### config.mk
export PLATFORM = sky130hd
export DESIGN_NAME = dice_roll_ctrl
export DESIGN_NICKNAME = d
export VERILOG_FILES = /design/src/rtl/dice_pkg.sv /design/src/rtl/seq_mod32.sv /design/src/rtl/dice_roll_ctrl.sv
export SDC_FILE = /design/constraint.sdc
export NUM_CORES = 1
export LEC_CHECK = 0
export ABC_AREA = 1
export BUFFER_PORTS_ARGS = -buffer_cell sky130_fd_sc_hd__buf_4
export CELL_PAD_IN_SITES_DETAIL_PLACEMENT = 1
export CELL_PAD_IN_SITES_GLOBAL_PLACEMENT = 2
export CORE_MARGIN = 5
export CORE_UTILIZATION = 37
export DETAILED_ROUTE_END_ITERATION = 16
export GPL_TIMING_DRIVEN = 0
export PLACE_DENSITY = 0.9
export SLEW_MARGIN = 5
export SYNTH_ARGS = -nofsm -noshare
export SYNTH_HDL_FRONTEND = slang
export SYNTH_SLANG_ARGS = --single-unit
### constraint.sdc
create_clock -name clk -period 5.45 [get_ports clk]
set_input_delay 0 -clock clk [delete_from_list [all_inputs] [get_ports clk]]
set_output_delay 0 -clock clk [all_outputs]
set_load 0.03 [all_outputs]
### src/rtl/dice_pkg.sv
// Shared types and defaults for the dice roll controller and its remainder unit.
// Pure declarations, so there is no latency and no flow control.
package dice_pkg;
    localparam int DEF_DICE_W  = 4;
    localparam int DEF_SIDES_W = 8;
    localparam int DEF_TOTAL_W = 12;
    localparam int DEF_TIMEOUT = 1024;
    localparam int DIV_CYCLES  = 32;

    typedef enum logic [2:0] {
        IDLE,
        REQ,
        WAIT,
        DIV,
        ACC,
        DONE
    } state_t;

    function automatic int cnt_width(input int n);
        return (n <= 2) ? 1 : $clog2(n);
    endfunction
endpackage

### src/rtl/seq_mod32.sv
// Bit-serial 32-bit word mod divisor, MSB first: the remainder is valid with done_o, 32 cycles after start_i.
// There is no backpressure. A start_i while a division is running restarts the unit.
module seq_mod32
    import dice_pkg::*;
#(
    parameter int SIDES_W = DEF_SIDES_W
) (
    input  logic               clk,
    input  logic               reset,
    input  logic               start_i,
    input  logic [31:0]        dividend_i,
    input  logic [SIDES_W-1:0] divisor_i,
    output logic               done_o,
    output logic [SIDES_W-1:0] rem_o
);
    localparam int CNT_W = $clog2(DIV_CYCLES);

    logic [31:0]        word_q, word_d;
    logic [SIDES_W:0]   rem_q, rem_d;
    logic [SIDES_W-1:0] div_q, div_d;
    logic [CNT_W-1:0]   cnt_q, cnt_d;
    logic               run_q, run_d;
    logic               done_q, done_d;

    // rem_q holds the partial remainder with the next dividend bit already shifted in.
    // The conditional subtract is applied just before the next shift.
    function automatic logic [SIDES_W-1:0] reduce(input logic [SIDES_W:0]   x,
                                                  input logic [SIDES_W-1:0] d);
        if (x >= {1'b0, d}) begin
            return SIDES_W'(x - {1'b0, d});
        end
        return SIDES_W'(x);
    endfunction

    always_comb begin
        word_d = word_q;
        rem_d  = rem_q;
        div_d  = div_q;
        cnt_d  = cnt_q;
        run_d  = run_q;
        done_d = 1'b0;
        if (start_i) begin
            word_d = {dividend_i[30:0], 1'b0};
            rem_d  = {{SIDES_W{1'b0}}, dividend_i[31]};
            div_d  = divisor_i;
            cnt_d  = CNT_W'(1);
            run_d  = 1'b1;
        end else if (run_q) begin
            rem_d  = {reduce(rem_q, div_q), word_q[31]};
            word_d = {word_q[30:0], 1'b0};
            cnt_d  = cnt_q + CNT_W'(1);
            if (cnt_q == CNT_W'(DIV_CYCLES - 1)) begin
                run_d  = 1'b0;
                done_d = 1'b1;
            end
        end
    end

    always_ff @(posedge clk or posedge reset) begin
        if (reset) begin
            word_q <= '0;
            rem_q  <= '0;
            div_q  <= '0;
            cnt_q  <= '0;
            run_q  <= 1'b0;
            done_q <= 1'b0;
        end else begin
            word_q <= word_d;
            rem_q  <= rem_d;
            div_q  <= div_d;
            cnt_q  <= cnt_d;
            run_q  <= run_d;
            done_q <= done_d;
        end
    end

    assign done_o = done_q;
    assign rem_o  = reduce(rem_q, div_q);
endmodule

### src/rtl/dice_roll_ctrl.sv
// Rolls num_dice dice of `sides` faces through the RNG. Each die takes 1 + wait + 32 + 1 cycles, and each roll adds 1 more cycle.
// There is no backpressure. A roll request while busy is dropped, and rng_done outside WAIT is ignored.
module dice_roll_ctrl
    import dice_pkg::*;
#(
    parameter int DICE_W  = DEF_DICE_W,
    parameter int SIDES_W = DEF_SIDES_W,
    parameter int TOTAL_W = DEF_TOTAL_W,
    parameter int TIMEOUT = DEF_TIMEOUT
) (
    input  logic               clk,
    input  logic               reset,
    input  logic               roll,
    input  logic [DICE_W-1:0]  num_dice,
    input  logic [SIDES_W-1:0] sides,
    output logic               rng_start,
    input  logic [31:0]        rng_result,
    input  logic               rng_done,
    output logic               busy,
    output logic [SIDES_W-1:0] last_face,
    output logic [TOTAL_W-1:0] total,
    output logic               total_valid,
    output logic               error
);
    localparam int WCNT_W = cnt_width(TIMEOUT);

    state_t             state_q, state_d;
    logic [DICE_W-1:0]  ndice_q, ndice_d;
    logic [DICE_W-1:0]  die_cnt_q, die_cnt_d;
    logic [SIDES_W-1:0] sides_q, sides_d;
    logic [SIDES_W-1:0] last_face_q, last_face_d;
    logic [TOTAL_W-1:0] total_q, total_d;
    logic [WCNT_W-1:0]  wait_cnt_q, wait_cnt_d;
    logic               error_q, error_d;
    logic               mod_start, mod_done;
    logic [SIDES_W-1:0] mod_rem, face;

    seq_mod32 #(
        .SIDES_W (SIDES_W)
    ) u_mod (
        .clk        (clk),
        .reset      (reset),
        .start_i    (mod_start),
        .dividend_i (rng_result),
        .divisor_i  (sides_q),
        .done_o     (mod_done),
        .rem_o      (mod_rem)
    );

    assign face = mod_rem + SIDES_W'(1);

    always_comb begin
        state_d     = state_q;
        ndice_d     = ndice_q;
        die_cnt_d   = die_cnt_q;
        sides_d     = sides_q;
        last_face_d = last_face_q;
        total_d     = total_q;
        wait_cnt_d  = wait_cnt_q;
        error_d     = 1'b0;
        mod_start   = 1'b0;
        case (state_q)
            IDLE: begin
                if (roll) begin
                    if (num_dice == '0 || sides == '0) begin
                        error_d = 1'b1;
                    end else begin
                        ndice_d   = num_dice;
                        sides_d   = sides;
                        total_d   = '0;
                        die_cnt_d = '0;
                        state_d   = REQ;
                    end
                end
            end
            REQ: begin
                wait_cnt_d = '0;
                state_d    = WAIT;
            end
            WAIT: begin
                if (rng_done) begin
                    mod_start = 1'b1;
                    state_d   = DIV;
                end else if (wait_cnt_q == WCNT_W'(TIMEOUT - 1)) begin
                    // Give up on a stalled RNG and keep the partial sum for inspection.
                    error_d = 1'b1;
                    state_d = IDLE;
                end else begin
                    wait_cnt_d = wait_cnt_q + WCNT_W'(1);
                end
            end
            DIV: begin
                if (mod_done) begin
                    state_d = ACC;
                end
            end
            ACC: begin
                total_d     = total_q + TOTAL_W'(face);
                last_face_d = face;
                die_cnt_d   = die_cnt_q + DICE_W'(1);
                state_d     = (die_cnt_d == ndice_q) ? DONE : REQ;
            end
            DONE: begin
                state_d = IDLE;
            end
            default: begin
                state_d = IDLE;
            end
        endcase
    end

    always_ff @(posedge clk or posedge reset) begin
        if (reset) begin
            state_q     <= IDLE;
            ndice_q     <= '0;
            die_cnt_q   <= '0;
            sides_q     <= '0;
            last_face_q <= '0;
            total_q     <= '0;
            wait_cnt_q  <= '0;
            error_q     <= 1'b0;
        end else begin
            state_q     <= state_d;
            ndice_q     <= ndice_d;
            die_cnt_q   <= die_cnt_d;
            sides_q     <= sides_d;
            last_face_q <= last_face_d;
            total_q     <= total_d;
            wait_cnt_q  <= wait_cnt_d;
            error_q     <= error_d;
        end
    end

    assign rng_start   = (state_q == REQ);
    assign busy        = (state_q != IDLE);
    assign total_valid = (state_q == DONE);
    assign last_face   = last_face_q;
    assign total       = total_q;
    assign error       = error_q;
endmodule

== Yosys cells after proc, flatten, opt, wreduce, memory -nomap -nowiden ==
Index checks and enable logic that the tools add are counted.
Cells by class
  $add $sub $neg: 6
  magnitude comparators: 1
  equality and inequality tests: 14
  muxes and demuxes: 41
  bitwise logic cells: 1
  reduce and logical (&&, ||, !) cells: 12
Operator list (count)
  two-way mux 32 bit: 2
  two-way mux 12 bit: 2
  two-way mux 8 bit: 3
  one-hot mux 12 bit (2 select lines): 1
  two-way mux 10 bit: 2
  one-hot mux 10 bit (2 select lines): 1
  two-way mux 3 bit: 6
  two-way mux 9 bit: 2
  two-way mux 1 bit: 15
  one-hot mux 3 bit (5 select lines): 1
  adder 12 x 8 -> 12 bit: 1
  adder 10 x 1 -> 10 bit, second input constant: 1
  == test 10 bit, second input constant: 1
  two-way mux 5 bit: 2
  greater-or-equal comparator 9 x 8 -> 1 bit: 1
  AND reduction 3 bit: 3
  adder 8 x 1 -> 8 bit, second input constant: 1
  logical NOT 8 bit: 1
  two-way mux 4 bit: 2
  != test 2 bit, second input constant: 4
  one-hot mux 4 bit (2 select lines): 1
  subtractor 8 bit: 1
  == test 3 x 2 -> 1 bit, second input constant: 2
  == test 3 bit, second input constant: 2
  other kinds (15): 17
Word-level totals
  register bits: 106
  input bits: 48
  output and inout bits: 24
  logic and storage cells: 89

== Logic depth before layout (Yosys ltp) ==
  depth after elaboration: 7
  gate-level depth with buffers: 27
  gate-level depth less buffers: 26

== Cells and area by module ==
A second synthesis with hierarchy kept.
Second synthesis, totals
  cells, all modules: 768
  area total of the unflattened synthesis: 5990.7 µm²
Modules (own cells, without submodules)
  dice_roll_ctrl: times used 1, cells each 420, area an instance 3064.2 µm²
  seq_mod32: times used 1, cells each 348, area an instance 2926.6 µm²

== Worst setup path before layout ==
No wires, ideal clock.
  kind: register -> register
  start point: reg u_mod.rem_q[4]
  end point: reg total_q[8], in the netlist total[8]
  library setup time: 128 ps
  data arrival time: 3139 ps
  data required time: 5322 ps
  setup slack: 2182 ps
  cell stages (with the launch flop): 22
  buffers on the path: 1
  clock period less this slack: 3268 ps
  cells stage by stage: dfrtp_1 > ha_1 > a21oi_1 > nand3_2 > nand2_2 > nand2_4 > buf_8 > nand2_4 > o21ai_4 > ha_1 > or2_2 > nand2_1 > inv_1 > ha_1 > nand2_1 > nor2_1 > a21oi_1 > nor2_1 > o21ai_0 > nand3_1 > nand3_1 > o21ai_0
Between the ends
  cells in the longest elaborated chain, start to end: 6
RTL lines
  start, declared: line seq_mod32.sv:19  | logic [SIDES_W:0] rem_q, rem_d;
  start signal, assigned: line seq_mod32.sv:69  | rem_q <= rem_d;
  greater-or-equal comparator 9 x 8 -> 1 bit: line seq_mod32.sv:29  | if (x >= {1'b0, d}) begin
  two-way mux 1 bit: line seq_mod32.sv:29
  two-way mux 8 bit: line seq_mod32.sv:32  | return SIDES_W'(x);
  adder 8 x 1 -> 8 bit: line dice_roll_ctrl.sv:50  | assign face = mod_rem + SIDES_W'(1);
  named net face[2]: line dice_roll_ctrl.sv:36  | logic [SIDES_W-1:0] mod_rem, face;
  adder 12 x 8 -> 12 bit: line dice_roll_ctrl.sv:98  | total_d = total_q + TOTAL_W'(face);
  one-hot mux 12 bit (2 select lines): line dice_roll_ctrl.sv:62  | case (state_q)
  end signal, assigned: line dice_roll_ctrl.sv:128  | total_q <= total_d;
  end, declared: line dice_roll_ctrl.sv:32  | logic [TOTAL_W-1:0] total_q, total_d;
The timed path passes the listed nets, and every way through them passes these cells. The select of a mux whose other input is x is not followed.
A chain may end at the register's enable or synchronous reset.

== Final worst setup path ==
  start point: reg u_mod.rem_q[3]
  end point: reg total_q[8], in the netlist total[8]
Between the ends
  cells in the longest elaborated chain, start to end: 6
RTL lines (line)
  subtractor 8 bit or greater-or-equal comparator 9 x 8 -> 1 bit (tied branches): seq_mod32.sv:30, seq_mod32.sv:29
  two-way mux 8 bit or two-way mux 1 bit (tied branches): seq_mod32.sv:29
  two-way mux 8 bit (*): seq_mod32.sv:32
  adder 8 x 1 -> 8 bit (*): dice_roll_ctrl.sv:50
  named net face[3]: dice_roll_ctrl.sv:36
  adder 12 x 8 -> 12 bit (*): dice_roll_ctrl.sv:98
  one-hot mux 12 bit (2 select lines) (*): dice_roll_ctrl.sv:62
Mark *: on every way through the listed nets, which the timed path passes. The rest lies on a longest branch. The select of a mux whose other input is x is not followed.

==> impl_metrics.tcl <==
set metrics [dict create \
    min_period_ps 4000 \
    yosys.area.top_type "dfrtp_1" \
    yosys_warnings 0 \
    post_cts_buffers 0 \
    fp.dieH_um 134 \
    grt_pass1_wl_um 27500 \
    synthXorXnorAreaFrac_pct 2.16 \
    fin_worst_skew_ps 13.2 \
    dr.pass1.iters 4 \
    ant_nets 0 \
    syn-instance-count 687 \
    synth_top_family_by_area "simple AND/OR/NAND/NOR gates" \
    wl_um 16400 \
    crit_path_top_delay_cell "o21ai_1" \
    drv_cap 0 \
    place_area_mm2 0.00648 \
    antennaDiodeCount 0 \
    timing.slew.headroom_pct 56.5 \
    tightest_slew_ps 653 \
    drive_above_1_share_pct 15.7 \
    syn-num-nets 760 \
    synth_top_area_share_pct 46.3 \
    swShare_pct 50.5 \
    wl_per_cell_um 16.2 \
    worstPathCellList "ha_1 > nand2_1 > inv_1 > nand2_1 > nand3_2 > nand2_2 > nand2_4 > o21ai_1 > inv_1 > xor2_1 > inv_1 > ha_1 > a21oi_1 > o21ai_0 > a21oi_1 > nor2_1 > o21ai_0 > nand3_1 > nand3_1 > o21ai_0" \
    setup_viol 0 \
    clock_power_share_pct 13.4 \
    numPortBuffers 71 \
    clk_path_buf_depth 2 \
    max_freq_mhz 250 \
    worstHoldPathType "input port to async pin" \
    rsz0062_at_grt "no" \
    fp-row-count 45 \
    p_seq_share_pct 25.1 \
    numCtsBuffers 9 \
    ys_async_sr_fraction_pct 100 \
    synth_seq_cells 105 \
    arrival_ps 4250 \
    num_vias 5146 \
    io_pins 72 \
    setup_tns_ps 0 \
    synth-simple-area-share_pct 21.6 \
    synth_common_cells "176 x nand2_1, 105 x dfrtp_1, 105 x inv_1, 44 x nor2_1, 41 x o21ai_0" \
    synth.distinct_cells 42 \
    synthAdderAreaFrac_pct 5.77 \
    stdcell_count 1011 \
    root_buffer "clkbuf_16" \
    synth-compound-area-share_pct 13.8 \
    stdcell_area_mm2 0.00727 \
    h-tree-depth 3 \
    synth.area.mux_share_pct 1.78 \
    track_usage_pct 19.0 \
    dieArea_mm2 0.0179 \
    place_congestion 0.846 \
    p_int_mw 2.51 \
    yosysMostFrequentCell "nand2_1" \
    dpl_worst_slack_ps 1460 \
    area_growth_pct 28.0 \
    worst_ep_required_time_ps 5700 \
    dp_hpwl_um 12000 \
    dp.cells 947 \
    path_clk_slew_ps 80 \
    ys.flop_type "dfrtp_1" \
    die_w_um 134 \
    route.detailed.drc 0 \
    grt_pass1_vias 5606 \
    crit_path_max_fanout 8 \
    avgSynthCellArea_um2 8.26 \
    crit_type "flip-flop to flip-flop" \
    synth_area_leaders "dfrtp_1 46%, nand2_1 12%, inv_1 6.9%" \
    initial_core_util_pct 37.5 \
    avgViaCountPerCell 5.09 \
    synth_edf_count 0 \
    grt_antenna_before_repair 0 \
    fill_cells 1810 \
    ir_worst_vdd_uv 275 \
    slowest_delay_ps 440 \
    outcome "complete, no violations" \
    post-route-util_pct 48.0 \
    report.final.slew_viol_count 0 \
    cts_tree "done" \
    core_area_mm2 0.0151 \
    p_sw_mw 2.56 \
    synth_area_mm2 0.00568 \
    cellPowerDensity_mw_per_mm2 697 \
    fin_crit_sh_pct 73.5 \
    cts_sinks 105 \
    grt_start_max_net_pins 67 \
    clk_latency_ps 360 \
    fin_ws_ps 1450 \
    p_leak_nw 3.54 \
    hold_viol 0 \
    comb_power_share_pct 61.5 \
    drt_iter0_drc 205 \
    ys_seq_area_share_pct 46.3 \
    nets 891 \
    end_kind "flip-flop" \
    overflow 0 \
    start_kind "flip-flop" \
]
-- through the flow --
stage / hold slack, ps / power, mW
after global routing: 295 / 5.55
after detailed placement: 102 / 4.36
final: 251 / 5.06
after global placement: 215 / 4.20
after CTS: 267 / 5.10
after floorplan: 121 / 3.49
-- routing by layer --
metal | part of all wire, % | wire length [µm] | GRT usage (%)
met5 | 0 | 0 | 0
met1 | 46 | 7590 | 24.4
met4 | 1.8 | 298 | 6.69
met2 | 49 | 8080 | 32.8
met3 | 2.4 | 389 | 2.70
-- cell usage in the layout (no fill, tap or decap), drive strengths merged, types with 2 or more instances in the layout --
cell type / n
nand2: 184
inv: 109
dfrtp: 105
buf: 80
nor2: 52
o21ai: 50
dlygate4sd3: 48
nand3: 33
ha: 23
o221ai: 20
clkbuf: 19
a21oi: 17
xor2: 12
o211ai: 12
o22ai: 10
nand4: 9
mux2: 9
clkinv: 6
nor3: 3
a211oi: 3
xnor2: 2
and2: 2
a22o: 2
nor4: 2
or2: 2
o32ai: 2
fa: 2
-- kinds of logic after synthesis --
group / Yosys count
adder cells (fa/ha/maj): 25
AO/OA/AOI/OAI: 120
buffers and inverters: 126
multiplexers: 9
XOR/XNOR: 14
flip-flops: 105
AND/OR/NAND/NOR: 288
-- repair_timing --
item / in CTS / in global routing
gates resized for setup: 0 / 0
endpoints found under the hold margin: 85 / 0
hold buffers: 48 / 0
-- worst max-delay path, delay by kind of cell (launching register included) --
kind,cells,cell delay (ps)
AO/OA/AOI/OAI,6,1290
XOR/XNOR,1,300
adder cells (fa/ha/maj),2,690
buffers and inverters,3,330
flip-flops,1,420
AND/OR/NAND/NOR,8,860
-- state kept, by name, summed over array words and instances (netlist names) --
signal	flops
error	1
last_face	8
u_mod.run_q	1
state_q	3
u_mod.cnt_q	5
die_cnt_q	4
ndice_q	4
sides_q	8
u_mod.done_o	1
u_mod.div_q	8
wait_cnt_q	10
u_mod.word_q	31
u_mod.rem_q	9
total	12
-- area by class of cell --
type	count	area (µm²)	area share, %
Multi-Input combinational cell	456	2560	35.2
Clock inverter	6	70.1	0.964
Timing Repair Buffer	120	1040	14.3
Clock buffer	10	239	3.29
Inverter	109	412	5.67
Sequential cell	105	2630	36.2
Tap cell	188	235	3.24
Buffer	17	81.3	1.12
-- power by group through the flow --
stage | clock network [mW] | logic, mW | registers [mW]
2_1_floorplan | 0 | 2.18 | 1.31
3_3_place_gp | 0 | 2.94 | 1.27
3_5_place_dp | 0 | 3.07 | 1.28
4_1_cts | 0.693 | 3.13 | 1.27
5_1_grt | 0.726 | 3.52 | 1.30
6_report | 0.678 | 3.12 | 1.27
-- path summary, 6_finish.rpt --
kind / depth (start not counted) / slack (ps) / start / to
min in group clk: 4 / 400 / rng_result[7] / u_mod.word_q[8]$_DFFE_PP0P_
hold reg to reg: 2 / 490 / last_face[7]$_DFFE_PP0P_ / last_face[7]$_DFFE_PP0P_
setup reg to reg: 20 / 1450 / u_mod.rem_q[3]$_DFFE_PP0P_ / total[8]$_DFFE_PP0P_
max in group asynchronous: 4 / 4490 / reset / last_face[7]$_DFFE_PP0P_
setup / recovery: 20 / 1450 / u_mod.rem_q[3]$_DFFE_PP0P_ / total[8]$_DFFE_PP0P_
hold / removal: 3 / 250 / reset / u_mod.word_q[3]$_DFFE_PP0P_
Power figures use the tool's default switching activity.
